--- src/rtl/alu_exec_pkg.sv ---
// alu_exec_pkg
// Shared definitions for the ALU execute unit and the ALU control decoder:
//   - 4-bit ALU control codes (ALU_AND ... ALU_MUL)
//   - execute-unit FSM state enum
//   - shift-kind enum used by the iterative shifter
//   - is_legal_code(): the codes the execute unit actually implements
// Optional feature macro: ALU_EXEC_MUL_EN (adds the MUL state and makes
// ALU_MUL a legal code).
package alu_exec_pkg;

  localparam logic [3:0] ALU_AND = 4'b0000;
  localparam logic [3:0] ALU_OR  = 4'b0001;
  localparam logic [3:0] ALU_ADD = 4'b0010;
  localparam logic [3:0] ALU_SLL = 4'b0011;
  localparam logic [3:0] ALU_SRL = 4'b0100;
  localparam logic [3:0] ALU_SRA = 4'b0101;
  localparam logic [3:0] ALU_SUB = 4'b0110;
  localparam logic [3:0] ALU_SLT = 4'b0111;
  localparam logic [3:0] ALU_MUL = 4'b1000;
  localparam logic [3:0] ALU_NOR = 4'b1100;

  typedef enum logic [1:0] {
    ST_IDLE  = 2'd0,
    ST_SHIFT = 2'd1,
`ifdef ALU_EXEC_MUL_EN
    ST_MUL   = 2'd3,
`endif
    ST_DONE  = 2'd2
  } state_t;

  typedef enum logic [1:0] {
    SH_SLL = 2'd0,
    SH_SRL = 2'd1,
    SH_SRA = 2'd2
  } shift_kind_t;

  function automatic logic is_legal_code(input logic [3:0] code);
    logic legal;
    case (code)
      ALU_AND, ALU_OR, ALU_ADD, ALU_SUB, ALU_SLT, ALU_NOR,
      ALU_SLL, ALU_SRL, ALU_SRA: legal = 1'b1;
`ifdef ALU_EXEC_MUL_EN
      ALU_MUL:                   legal = 1'b1;
`endif
      default:                   legal = 1'b0;
    endcase
    return legal;
  endfunction

endpackage

--- src/rtl/alu_exec_if.sv ---
// alu_exec_if
// Request/response bundle of the ALU execute unit.
// Handshake: a beat transfers on a rising clk edge where valid && ready are
// both 1. The producer holds its payload stable while valid && !ready; the
// consumer may raise or drop ready at any time; valid must not depend on
// ready combinationally.
//   in_valid/in_ready/in_ctrl/in_a/in_b           request channel
//   out_valid/out_ready/out_result/out_zero/out_illegal  response channel
// master: the requester/consumer side; slave: the execute unit.
interface alu_exec_if #(
  parameter int WIDTH = 32
);
  logic             in_valid;
  logic             in_ready;
  logic [3:0]       in_ctrl;
  logic [WIDTH-1:0] in_a;
  logic [WIDTH-1:0] in_b;
  logic             out_valid;
  logic             out_ready;
  logic [WIDTH-1:0] out_result;
  logic             out_zero;
  logic             out_illegal;

  modport master (
    output in_valid, in_ctrl, in_a, in_b, out_ready,
    input  in_ready, out_valid, out_result, out_zero, out_illegal
  );

  modport slave (
    input  in_valid, in_ctrl, in_a, in_b, out_ready,
    output in_ready, out_valid, out_result, out_zero, out_illegal
  );
endinterface

--- src/rtl/alu_exec_shifter.sv ---
// alu_exec_shifter
// Iterative one-bit-per-cycle shift datapath.
//   clk, rst       clock, synchronous active-high reset
//   load           latch load_a / load_shamt / load_kind
//   step_data      value after one more shift step (combinational)
//   last           the step in progress this cycle is the final one
// While the counter is non-zero the stored data shifts by one bit each cycle.
module alu_exec_shifter
  import alu_exec_pkg::*;
#(
  parameter int WIDTH   = 32,
  localparam int SHAMT_W = $clog2(WIDTH)
) (
  input  logic               clk,
  input  logic               rst,
  input  logic               load,
  input  logic [WIDTH-1:0]   load_a,
  input  logic [SHAMT_W-1:0] load_shamt,
  input  shift_kind_t        load_kind,
  output logic [WIDTH-1:0]   step_data,
  output logic               last
);

  logic [WIDTH-1:0]   data;
  logic [SHAMT_W-1:0] cnt;
  shift_kind_t        kind;

  always_comb begin
    step_data = data;
    case (kind)
      SH_SLL:  step_data = {data[WIDTH-2:0], 1'b0};
      SH_SRL:  step_data = {1'b0, data[WIDTH-1:1]};
      SH_SRA:  step_data = {data[WIDTH-1], data[WIDTH-1:1]};
      default: step_data = data;
    endcase
  end

  assign last = (cnt == SHAMT_W'(1));

  always_ff @(posedge clk) begin
    if (rst) begin
      data <= '0;
      cnt  <= '0;
      kind <= SH_SLL;
    end else if (load) begin
      data <= load_a;
      cnt  <= load_shamt;
      kind <= load_kind;
    end else if (cnt != '0) begin
      data <= step_data;
      cnt  <= cnt - SHAMT_W'(1);
    end
  end

endmodule

--- src/rtl/alu_exec_unit.sv ---
// alu_exec_unit
// Sequential execute unit for the multi-cycle core: takes a 4-bit ALU control
// code and two operands, returns a registered result with zero/illegal flags.
//   clk, rst     clock, synchronous active-high reset
//   bus          alu_exec_if.slave request/response channels
//   dbg_state    current FSM state
// Logic ops, ADD, SUB, SLT, NOR and illegal codes finish in 1 cycle; shifts
// step one bit per cycle in the alu_exec_shifter sub-module.
// Optional feature macro: ALU_EXEC_MUL_EN adds an unsigned shift-add
// multiplier (code ALU_MUL, WIDTH iterations). Without it, ALU_MUL is illegal.
module alu_exec_unit
  import alu_exec_pkg::*;
#(
  parameter int WIDTH = 32
) (
  input  logic       clk,
  input  logic       rst,
  alu_exec_if.slave  bus,
  output state_t     dbg_state
);

  localparam int SHAMT_W = $clog2(WIDTH);

  state_t             state;
  logic               out_valid_q;
  logic [WIDTH-1:0]   out_result_q;
  logic               out_zero_q;
  logic               out_illegal_q;

  logic               xfer;
  logic [SHAMT_W-1:0] shamt;
  logic               is_shift;
  shift_kind_t        sh_kind;
  logic               sh_load;
  logic [WIDTH-1:0]   sh_step;
  logic               sh_last;
  logic [WIDTH-1:0]   sc_result;
  logic               sc_illegal;

  // DONE also accepts, so a consumer taking the result can issue the next
  // request in the same cycle.
  assign bus.in_ready    = (state == ST_IDLE) || (state == ST_DONE && bus.out_ready);
  assign xfer            = bus.in_valid && bus.in_ready;
  assign shamt           = bus.in_b[SHAMT_W-1:0];
  assign bus.out_valid   = out_valid_q;
  assign bus.out_result  = out_result_q;
  assign bus.out_zero    = out_zero_q;
  assign bus.out_illegal = out_illegal_q;
  assign dbg_state       = state;

  always_comb begin
    is_shift = 1'b0;
    sh_kind  = SH_SLL;
    case (bus.in_ctrl)
      ALU_SLL: begin is_shift = 1'b1; sh_kind = SH_SLL; end
      ALU_SRL: begin is_shift = 1'b1; sh_kind = SH_SRL; end
      ALU_SRA: begin is_shift = 1'b1; sh_kind = SH_SRA; end
      default: begin is_shift = 1'b0; sh_kind = SH_SLL; end
    endcase
  end

  // A zero shift amount never enters SHIFT; it completes like a logic op.
  assign sh_load = xfer && is_shift && (shamt != '0);

  // Single-cycle result; shifts land here only for shamt == 0.
  always_comb begin
    sc_result = '0;
    case (bus.in_ctrl)
      ALU_AND: sc_result = bus.in_a & bus.in_b;
      ALU_OR:  sc_result = bus.in_a | bus.in_b;
      ALU_ADD: sc_result = bus.in_a + bus.in_b;
      ALU_SUB: sc_result = bus.in_a - bus.in_b;
      ALU_SLT: sc_result = {{(WIDTH-1){1'b0}}, ($signed(bus.in_a) < $signed(bus.in_b))};
      ALU_NOR: sc_result = ~(bus.in_a | bus.in_b);
      ALU_SLL, ALU_SRL, ALU_SRA: sc_result = bus.in_a;
      default: sc_result = '0;
    endcase
  end

  assign sc_illegal = !is_legal_code(bus.in_ctrl);

  alu_exec_shifter #(.WIDTH(WIDTH)) u_shifter (
    .clk        (clk),
    .rst        (rst),
    .load       (sh_load),
    .load_a     (bus.in_a),
    .load_shamt (shamt),
    .load_kind  (sh_kind),
    .step_data  (sh_step),
    .last       (sh_last)
  );

`ifdef ALU_EXEC_MUL_EN
  logic [WIDTH-1:0]   mul_acc;
  logic [WIDTH-1:0]   mul_mcand;
  logic [WIDTH-1:0]   mul_mplier;
  logic [SHAMT_W-1:0] mul_cnt;
  logic [WIDTH-1:0]   mul_acc_next;

  // Partial product for the current multiplier LSB; the multiplicand is
  // pre-shifted so only the low WIDTH bits are ever kept.
  assign mul_acc_next = mul_acc + (mul_mplier[0] ? mul_mcand : '0);
`endif

  always_ff @(posedge clk) begin
    if (rst) begin
      state         <= ST_IDLE;
      out_valid_q   <= 1'b0;
      out_result_q  <= '0;
      out_zero_q    <= 1'b0;
      out_illegal_q <= 1'b0;
`ifdef ALU_EXEC_MUL_EN
      mul_acc       <= '0;
      mul_mcand     <= '0;
      mul_mplier    <= '0;
      mul_cnt       <= '0;
`endif
    end else if (xfer) begin
      if (sh_load) begin
        state         <= ST_SHIFT;
        out_valid_q   <= 1'b0;
        out_illegal_q <= 1'b0;
`ifdef ALU_EXEC_MUL_EN
      end else if (bus.in_ctrl == ALU_MUL) begin
        state         <= ST_MUL;
        out_valid_q   <= 1'b0;
        out_illegal_q <= 1'b0;
        mul_acc       <= '0;
        mul_mcand     <= bus.in_a;
        mul_mplier    <= bus.in_b;
        mul_cnt       <= SHAMT_W'(WIDTH - 1);
`endif
      end else begin
        state         <= ST_DONE;
        out_valid_q   <= 1'b1;
        out_result_q  <= sc_result;
        out_zero_q    <= (sc_result == '0);
        out_illegal_q <= sc_illegal;
      end
    end else begin
      case (state)
        ST_SHIFT: begin
          if (sh_last) begin
            state        <= ST_DONE;
            out_valid_q  <= 1'b1;
            out_result_q <= sh_step;
            out_zero_q   <= (sh_step == '0);
          end
        end
`ifdef ALU_EXEC_MUL_EN
        ST_MUL: begin
          mul_acc    <= mul_acc_next;
          mul_mcand  <= {mul_mcand[WIDTH-2:0], 1'b0};
          mul_mplier <= {1'b0, mul_mplier[WIDTH-1:1]};
          mul_cnt    <= mul_cnt - SHAMT_W'(1);
          if (mul_cnt == '0) begin
            state        <= ST_DONE;
            out_valid_q  <= 1'b1;
            out_result_q <= mul_acc_next;
            out_zero_q   <= (mul_acc_next == '0);
          end
        end
`endif
        ST_DONE: begin
          if (bus.out_ready) begin
            state       <= ST_IDLE;
            out_valid_q <= 1'b0;
          end
        end
        default: ;
      endcase
    end
  end

endmodule

--- src/flat_wrapper.sv ---
// flat-port wrapper written by rule: the top's interface ports become plain ports
module alu_exec_unit_flat import alu_exec_pkg::*;
#(
  parameter int WIDTH = 32
)
  (clk, rst, dbg_state, bus_in_valid, bus_in_ctrl, bus_in_a, bus_in_b, bus_out_ready, bus_in_ready, bus_out_valid, bus_out_result, bus_out_zero, bus_out_illegal);
  alu_exec_if #(.WIDTH(WIDTH)) bus_i ();
  input  logic clk;
  input  logic rst;
  output state_t dbg_state;
  input wire logic [$bits(bus_i.in_valid)-1:0] bus_in_valid;
  input wire logic [$bits(bus_i.in_ctrl)-1:0] bus_in_ctrl;
  input wire logic [$bits(bus_i.in_a)-1:0] bus_in_a;
  input wire logic [$bits(bus_i.in_b)-1:0] bus_in_b;
  input wire logic [$bits(bus_i.out_ready)-1:0] bus_out_ready;
  output wire logic [$bits(bus_i.in_ready)-1:0] bus_in_ready;
  output wire logic [$bits(bus_i.out_valid)-1:0] bus_out_valid;
  output wire logic [$bits(bus_i.out_result)-1:0] bus_out_result;
  output wire logic [$bits(bus_i.out_zero)-1:0] bus_out_zero;
  output wire logic [$bits(bus_i.out_illegal)-1:0] bus_out_illegal;
  assign bus_i.in_valid = bus_in_valid;
  assign bus_i.in_ctrl = bus_in_ctrl;
  assign bus_i.in_a = bus_in_a;
  assign bus_i.in_b = bus_in_b;
  assign bus_i.out_ready = bus_out_ready;
  assign bus_in_ready = bus_i.in_ready;
  assign bus_out_valid = bus_i.out_valid;
  assign bus_out_result = bus_i.out_result;
  assign bus_out_zero = bus_i.out_zero;
  assign bus_out_illegal = bus_i.out_illegal;
  alu_exec_unit #(.WIDTH(WIDTH)) u_core (.clk(clk), .rst(rst), .bus(bus_i), .dbg_state(dbg_state));
endmodule
--- config.mk ---
export PLATFORM = sky130hd
export DESIGN_NAME = alu_exec_unit_flat
export DESIGN_NICKNAME = d
export VERILOG_FILES = /design/src/rtl/alu_exec_pkg.sv /design/src/rtl/alu_exec_if.sv /design/src/rtl/alu_exec_shifter.sv /design/src/rtl/alu_exec_unit.sv /design/src/flat_wrapper.sv
export SDC_FILE = /design/constraint.sdc
export NUM_CORES = 1
export LEC_CHECK = 0
export BUFFER_PORTS_ARGS = -buffer_cell sky130_fd_sc_hd__buf_4
export CAP_MARGIN = 10
export CORE_MARGIN = 1.5
export CORE_UTILIZATION = 35
export CTS_CLUSTER_DIAMETER = 150
export DETAILED_ROUTE_END_ITERATION = 8
export SLEW_MARGIN = 25
export SYNTH_ARGS = -nofsm -noshare
export SYNTH_HDL_FRONTEND = slang
export SYNTH_SLANG_ARGS = --single-unit
--- constraint.sdc ---
create_clock -name clk -period 9.4 [get_ports clk]
set_input_delay 0.94 -clock clk [delete_from_list [all_inputs] [get_ports clk]]
set_output_delay 0.94 -clock clk [all_outputs]
set_load 0.05 [all_outputs]
* Word level (Yosys, flattened, before mapping)
Memory sizes are Yosys's and may differ from the RTL's.
Cells that the tools add are included.
** Word-level totals
- Memories kept :: 1
- Flip-flop bits (word level) :: 76
- Input bits :: 72
- Output and inout port bits :: 38
- Bits in read-only memories :: 16
** Operators by class
- Equal/unequal tests :: 16
- Add/subtract/negate cells :: 3
- Bitwise logic cells :: 3
- Order comparisons :: 1
- Multiplexer cells :: 27
- Reductions and logical operators :: 20
** Memories
- (no name shown) :: words 16, bits a word 1, read ports 1, clocked after memory_dff 0, write ports 0, RTL line alu_exec_pkg.sv:39 : case (code)
** Operators with widths (number)
- 32-bit one-hot mux with 7 select lines :: 1
- 32-bit two-way mux :: 6
- 32-bit one-hot mux with 3 select lines :: 1
- 32-bit zero test :: 2
- 32-bit adder :: 1
- 32-bit bitwise AND :: 1
- 32-bit < comparator :: 1
- 32-bit NOT :: 1
- 32-bit bitwise OR :: 1
- 32-bit subtractor :: 1
- 4-bit by 3-bit equality test with 1-bit output, second input constant :: 4
- 1-bit two-way mux :: 10
- 5-bit two-way mux :: 2
- 5-bit nonzero test :: 2
- 4-bit by 2-bit equality test with 1-bit output, second input constant :: 2
- 2-bit two-way mux :: 4
- 2-bit one-hot mux with 2 select lines :: 2
- 3-bit AND reduction :: 2
- 2-bit nonzero test :: 3
- 5-bit by 1-bit equality test with 1-bit output, second input constant :: 1
- 5-bit by 1-bit subtractor with 5-bit output, second input constant :: 1
- 2-bit by 1-bit equality test with 1-bit output, second input constant :: 2
- 2-bit equality test, second input constant :: 2
- 4-bit by 1-bit equality test with 1-bit output, second input constant :: 1
- other kinds (12) :: 16

* Logic depth before layout (Yosys ltp)
- Word-level depth :: 8
- Gate-level depth with buffers :: 15

* Modules after synthesis
A second synthesis with hierarchy kept.
** Second synthesis, totals
- Cell total of the unflattened synthesis :: 1363
- Area, all modules :: 10083.4 um^2
** By module, submodules not included
- alu_exec_unit :: cells each 1081, instances 1, area each 7499.7 um^2
- alu_exec_shifter :: cells each 282, instances 1, area each 2583.7 um^2

* Least setup slack after synthesis
No wires, ideal clock.
- Kind :: in2reg
- From :: in bus_in_a[0]
- To :: reg u_core.out_result_q[28] (netlist: u_core.bus.out_result[28])
- Data arrival time :: 3.639 ns
- Library setup time :: 0.119 ns
- Slack :: 5.642 ns
- Data required time :: 9.281 ns
- Stages on the path :: 15
- Cell sequence :: inv_1 -> ha_1 -> inv_1 -> fa_1 -> nor2b_1 -> o21ai_1 -> a31oi_4 -> o311ai_2 -> a21oi_4 -> a211oi_2 -> nor4b_2 -> a221o_1 -> nand2_1 -> a21oi_1 -> o221a_1
** Between the ends
- Cells in the longest elaborated chain, start to end :: 4
- Elaborated cells between the ends (all ways) :: 5
- Classes of those cells :: 2 x add/sub; 3 x mux
** RTL lines
- start: declaration :: RTL line flat_wrapper.sv:13 : input wire logic [$bits(bus_i.in_a)-1:0] bus_in_a;
- 32-bit subtractor / 32-bit adder (equally long branches) :: RTL line alu_exec_unit.sv:72, alu_exec_unit.sv:71
- 32-bit one-hot mux with 7 select lines * :: RTL line alu_exec_unit.sv:68 : case (bus.in_ctrl)
- 32-bit two-way mux * :: RTL line alu_exec_unit.sv:119 : if (sh_load) begin
- 32-bit two-way mux * :: RTL line alu_exec_unit.sv:118 : end else if (xfer) begin
- end signal: assignment :: RTL line alu_exec_unit.sv:136 : out_result_q <= sc_result;
- end signal: assignment :: RTL line alu_exec_unit.sv:146 : out_result_q <= sh_step;
- end: declaration :: RTL line alu_exec_unit.sv:26 : logic [WIDTH-1:0] out_result_q;
Mark *: on every way between the ends. The rest lies on a longest branch, timed or not. The select of a mux whose other input is x is not followed.
A chain may end at the register's enable or synchronous reset.

* Worst setup path after layout
- From :: in bus_in_a[6]
- To :: reg u_core.out_zero_q (netlist: u_core.bus.out_zero)
** Between the ends
- Cells in the longest elaborated chain, start to end :: 6
- Elaborated cells between the ends (all ways) :: 10
- Classes of those cells :: 2 x add/sub; 1 x order compare; 3 x mux; 3 x bitwise; 1 x reduce/logical
** RTL lines
- parallel branches: the longest is 2 deep, another holds 32-bit subtractor
- 32-bit one-hot mux with 7 select lines * :: RTL line alu_exec_unit.sv:68
- 32-bit zero test * :: RTL line alu_exec_unit.sv:137 : out_zero_q <= (sc_result == '0);
- 1-bit two-way mux * :: RTL line alu_exec_unit.sv:119
- 1-bit two-way mux * :: RTL line alu_exec_unit.sv:118
- end signal: assignment :: RTL line alu_exec_unit.sv:137
- end signal: assignment :: RTL line alu_exec_unit.sv:147 : out_zero_q <= (sh_step == '0);
- end: declaration :: RTL line alu_exec_unit.sv:27 : logic out_zero_q;
Every way passes the cells marked *. The select of a mux whose other input is x is not followed.

==> impl_metrics.tcl <==
set metrics [dict create \
    path_delay_family "compound AO/OA/AOI/OAI gates" \
    cp_num_buf_inv 2 \
    slew_violations 0 \
    cts.sinks 75 \
    synth_edf_count 0 \
    cts_setup_buffers 0 \
    worstPathArrival_ps 4710 \
    critPathSlowestCell "ha_1" \
    die_y_um 172 \
    drt_iter0_drc 1547 \
    worstPathMaxFanout 10 \
    worst_setup_path_end_kind "flop" \
    ys_seq_area_share_pct 15.0 \
    firstDrtPassIters 5 \
    antenna_left 0 \
    synth-seq-cells 75 \
    syn_area_per_cell_um2 7.11 \
    critPathLaunchType "input pin" \
    yosys.area.top_type "dfxtp_1" \
    fin_tns_setup_ps 0 \
    ys_async_sr_fraction_pct 0 \
    ctsResizeCount 0 \
    synth_top_area_share_pct 15.0 \
    finClkSkew_ps 9.20 \
    peakVddDrop_mv 0.105 \
    holdPathStages 2 \
    start_util_pct 35.8 \
    dieArea_um2 29600 \
    antenna_found_initial 0 \
    grt_max_degree 76 \
    finalHoldViolCount 0 \
    htreeDepth 3 \
    place.gp.congestion 0.996 \
    clockBufferDepth 2 \
    synth_cell_types 95 \
    cpPeakStageDelay_ps 520 \
    detail_route.wl_per_cell_um 22.9 \
    netSwitchingFraction_pct 49.0 \
    clk_pin_slew_worst_paths_ps 70 \
    synth_nets 1583 \
    synthCells 1404 \
    netSwitchingPower_uw 841 \
    dp.final_hpwl_mm 30.7 \
    slew_headroom_pct 36.3 \
    rsz0062_at_grt "no" \
    vias 11500 \
    fp.dieW_um 172 \
    rows 61 \
    drc 0 \
    portBuffers 109 \
    setup_viol 0 \
    area_growth_pct 12.9 \
    fin_nets 1612 \
    grt_use_total_pct 28.0 \
    cpMostUsedCell "a211oi_1" \
    crit_cells 14 \
    p_leak_uw 0.00458 \
    pin_count 110 \
    yosys-top-cells-count "nor2_1, ha_1, a21oi_1, inv_1, a211oi_1" \
    crit_type "in -> reg" \
    seqPwrFrac_pct 24.9 \
    postCtsHoldBufs 0 \
    crit_required_ps 9690 \
    reg2regPathDepth 13 \
    ys.flop_type "dfxtp_1" \
    post_layout_nonfiller_instances 1816 \
    setup_ws_ps 4990 \
    fin_crit_ps 4410 \
    clkPwrFrac_pct 20.2 \
    internal_power_uw 874 \
    fillers 2976 \
    clk_latency_ps 350 \
    crit_path_cell_trace "buf_4, inv_1, ha_1, nand4_2, or2_1, a211oi_1, nor3_1, o311ai_0, nor3b_1, a22oi_1, a211oi_1, nand4_1, nor4_2, a41o_1" \
    core_area_um2 27900 \
    vias_per_cell 6.33 \
    diodes 0 \
    drv_cap 0 \
    cts_tree "yes" \
    max_freq_ghz 0.227 \
    cts_made_buffers 9 \
    grt_pass1_vias 10700 \
    fin_crit_sh_pct 47.0 \
    dp.cells 1800 \
    comb_power_share_pct 54.9 \
    post-synth-top-count-cell "nor2_1" \
    gr-total-overflow 0 \
    drive_above_1_share_pct 14.1 \
    clock-root-buffer "clkbuf_16" \
    powerDensity_nw_per_um2 152 \
    dp_slack_ps 4710 \
    syn_area_um2 9990 \
    worst_pin_slew_ps 947 \
    drt-total-wl_mm 41.6 \
    hold_class "reg -> reg" \
    p_total_uw 1720 \
    status "completed" \
    grt_pass1_wl_mm 63.6 \
    synth_area_leaders "dfxtp_1, ha_1, a211oi_1" \
    synth_warnings 0 \
]
-- final timing paths --
| check | from | slack, ps | endpoint |
|---|---|---|---|
| setup / recovery | bus_in_a[6] | 4990 | u_core.bus.out_zero$_SDFFE_PP0P_ |
| hold / removal | u_core.bus.out_illegal$_SDFFE_PP0P_ | 450 | u_core.bus.out_illegal$_SDFFE_PP0P_ |
| setup reg to reg | u_core.dbg_state[1]$_SDFFE_PP0P_ | 6010 | u_core.bus.out_zero$_SDFFE_PP0P_ |
| hold reg to reg | u_core.bus.out_illegal$_SDFFE_PP0P_ | 450 | u_core.bus.out_illegal$_SDFFE_PP0P_ |
-- final cells by class --
class                   instances  area [um^2]  share of cell area, %
clock buffers                   9          225                   2.00
clock inverters                 7         63.8                  0.566
inverters                     107          402                   3.56
flip-flops and latches         75         1500                   13.3
well taps                     378          473                   4.19
multi-input cells            1114         7670                   68.0
repair buffers                126          946                   8.39
-- layout by cell type (no fill, tap or decap), types with 16 or more instances in the layout --
master and instances:
a21oi_1 102, buf_4 126, a22oi_1 41, inv_1 103, o21ai_0 73, nand4_1 21
o22ai_1 26, nand2_1 80, a211oi_1 91, o22a_1 27, nor3_1 43, nand3_1 39
o31ai_1 16, o211ai_1 18, nor2_1 145, ha_1 105, dfxtp_1 75
-- worst reg2reg max path, cell delays in order, from the launching register on --
cell and delay, ps:
dfxtp_1 400, ha_1 210, a21o_1 160, nand2_1 60, buf_4 260, a221o_1 360, a2111oi_2 330, o211ai_1 170
nor4_1 300, nand4b_1 220, nor4_1 290, nand4_1 140, nor4_2 250, a41o_1 190
-- layer usage --
layer	global-route usage (%)	part of all wire, %	up-vias
met5	0	0	-
li1	-	-	5327
met1	40.4	45	5448
met3	4.05	9.4	75
met4	7.90	2.3	0
met2	42.8	43	653
-- cells by family (layout without fill, tap and decap cells) --
group           after synthesis  in the layout  share of synthesized area (%)
compound gates              560            560                           39.9
simple gates                430            430                           21.4
buf+inv                     215            249                           8.53
fa+ha+maj                   107            107                           13.6
flops                        75             75                           15.0
xor+xnor                     10             10                          0.877
mux                           7              7                          0.752
-- power groups by stage --
stage | Combinational, uW | Clock (uW) | Sequential [uW]
2_1_floorplan | 591 | 0 | 488
3_3_place_gp | 913 | 0 | 432
3_5_place_dp | 915 | 0 | 433
4_1_cts | 921 | 350 | 427
5_1_grt | 1020 | 365 | 435
6_report | 941 | 347 | 428
-- state kept, by name (all words and copies together) (netlist names) --
signal,cells
u_core.u_shifter.cnt,5
u_core.u_shifter.kind,2
u_core.u_shifter.data,32
u_core.bus.out_result,32
u_core.bus.out_zero,1
u_core.bus.out_illegal,1
u_core.dbg_state,2
-- stage by stage --
| stage | hold slack, ps | utilization, % | instance area [um^2] |
|---|---|---|---|
| floorplan | 468 | - | 9990 |
| global placement | 441 | 39.3 | 11000 |
| detailed placement | 448 | 39.3 | 11000 |
| CTS | 456 | 40.4 | 11300 |
| global route | 486 | 40.4 | 11300 |
| finish | 451 | 40.4 | 11300 |
Note: power is estimated with default switching activity, not from simulation.
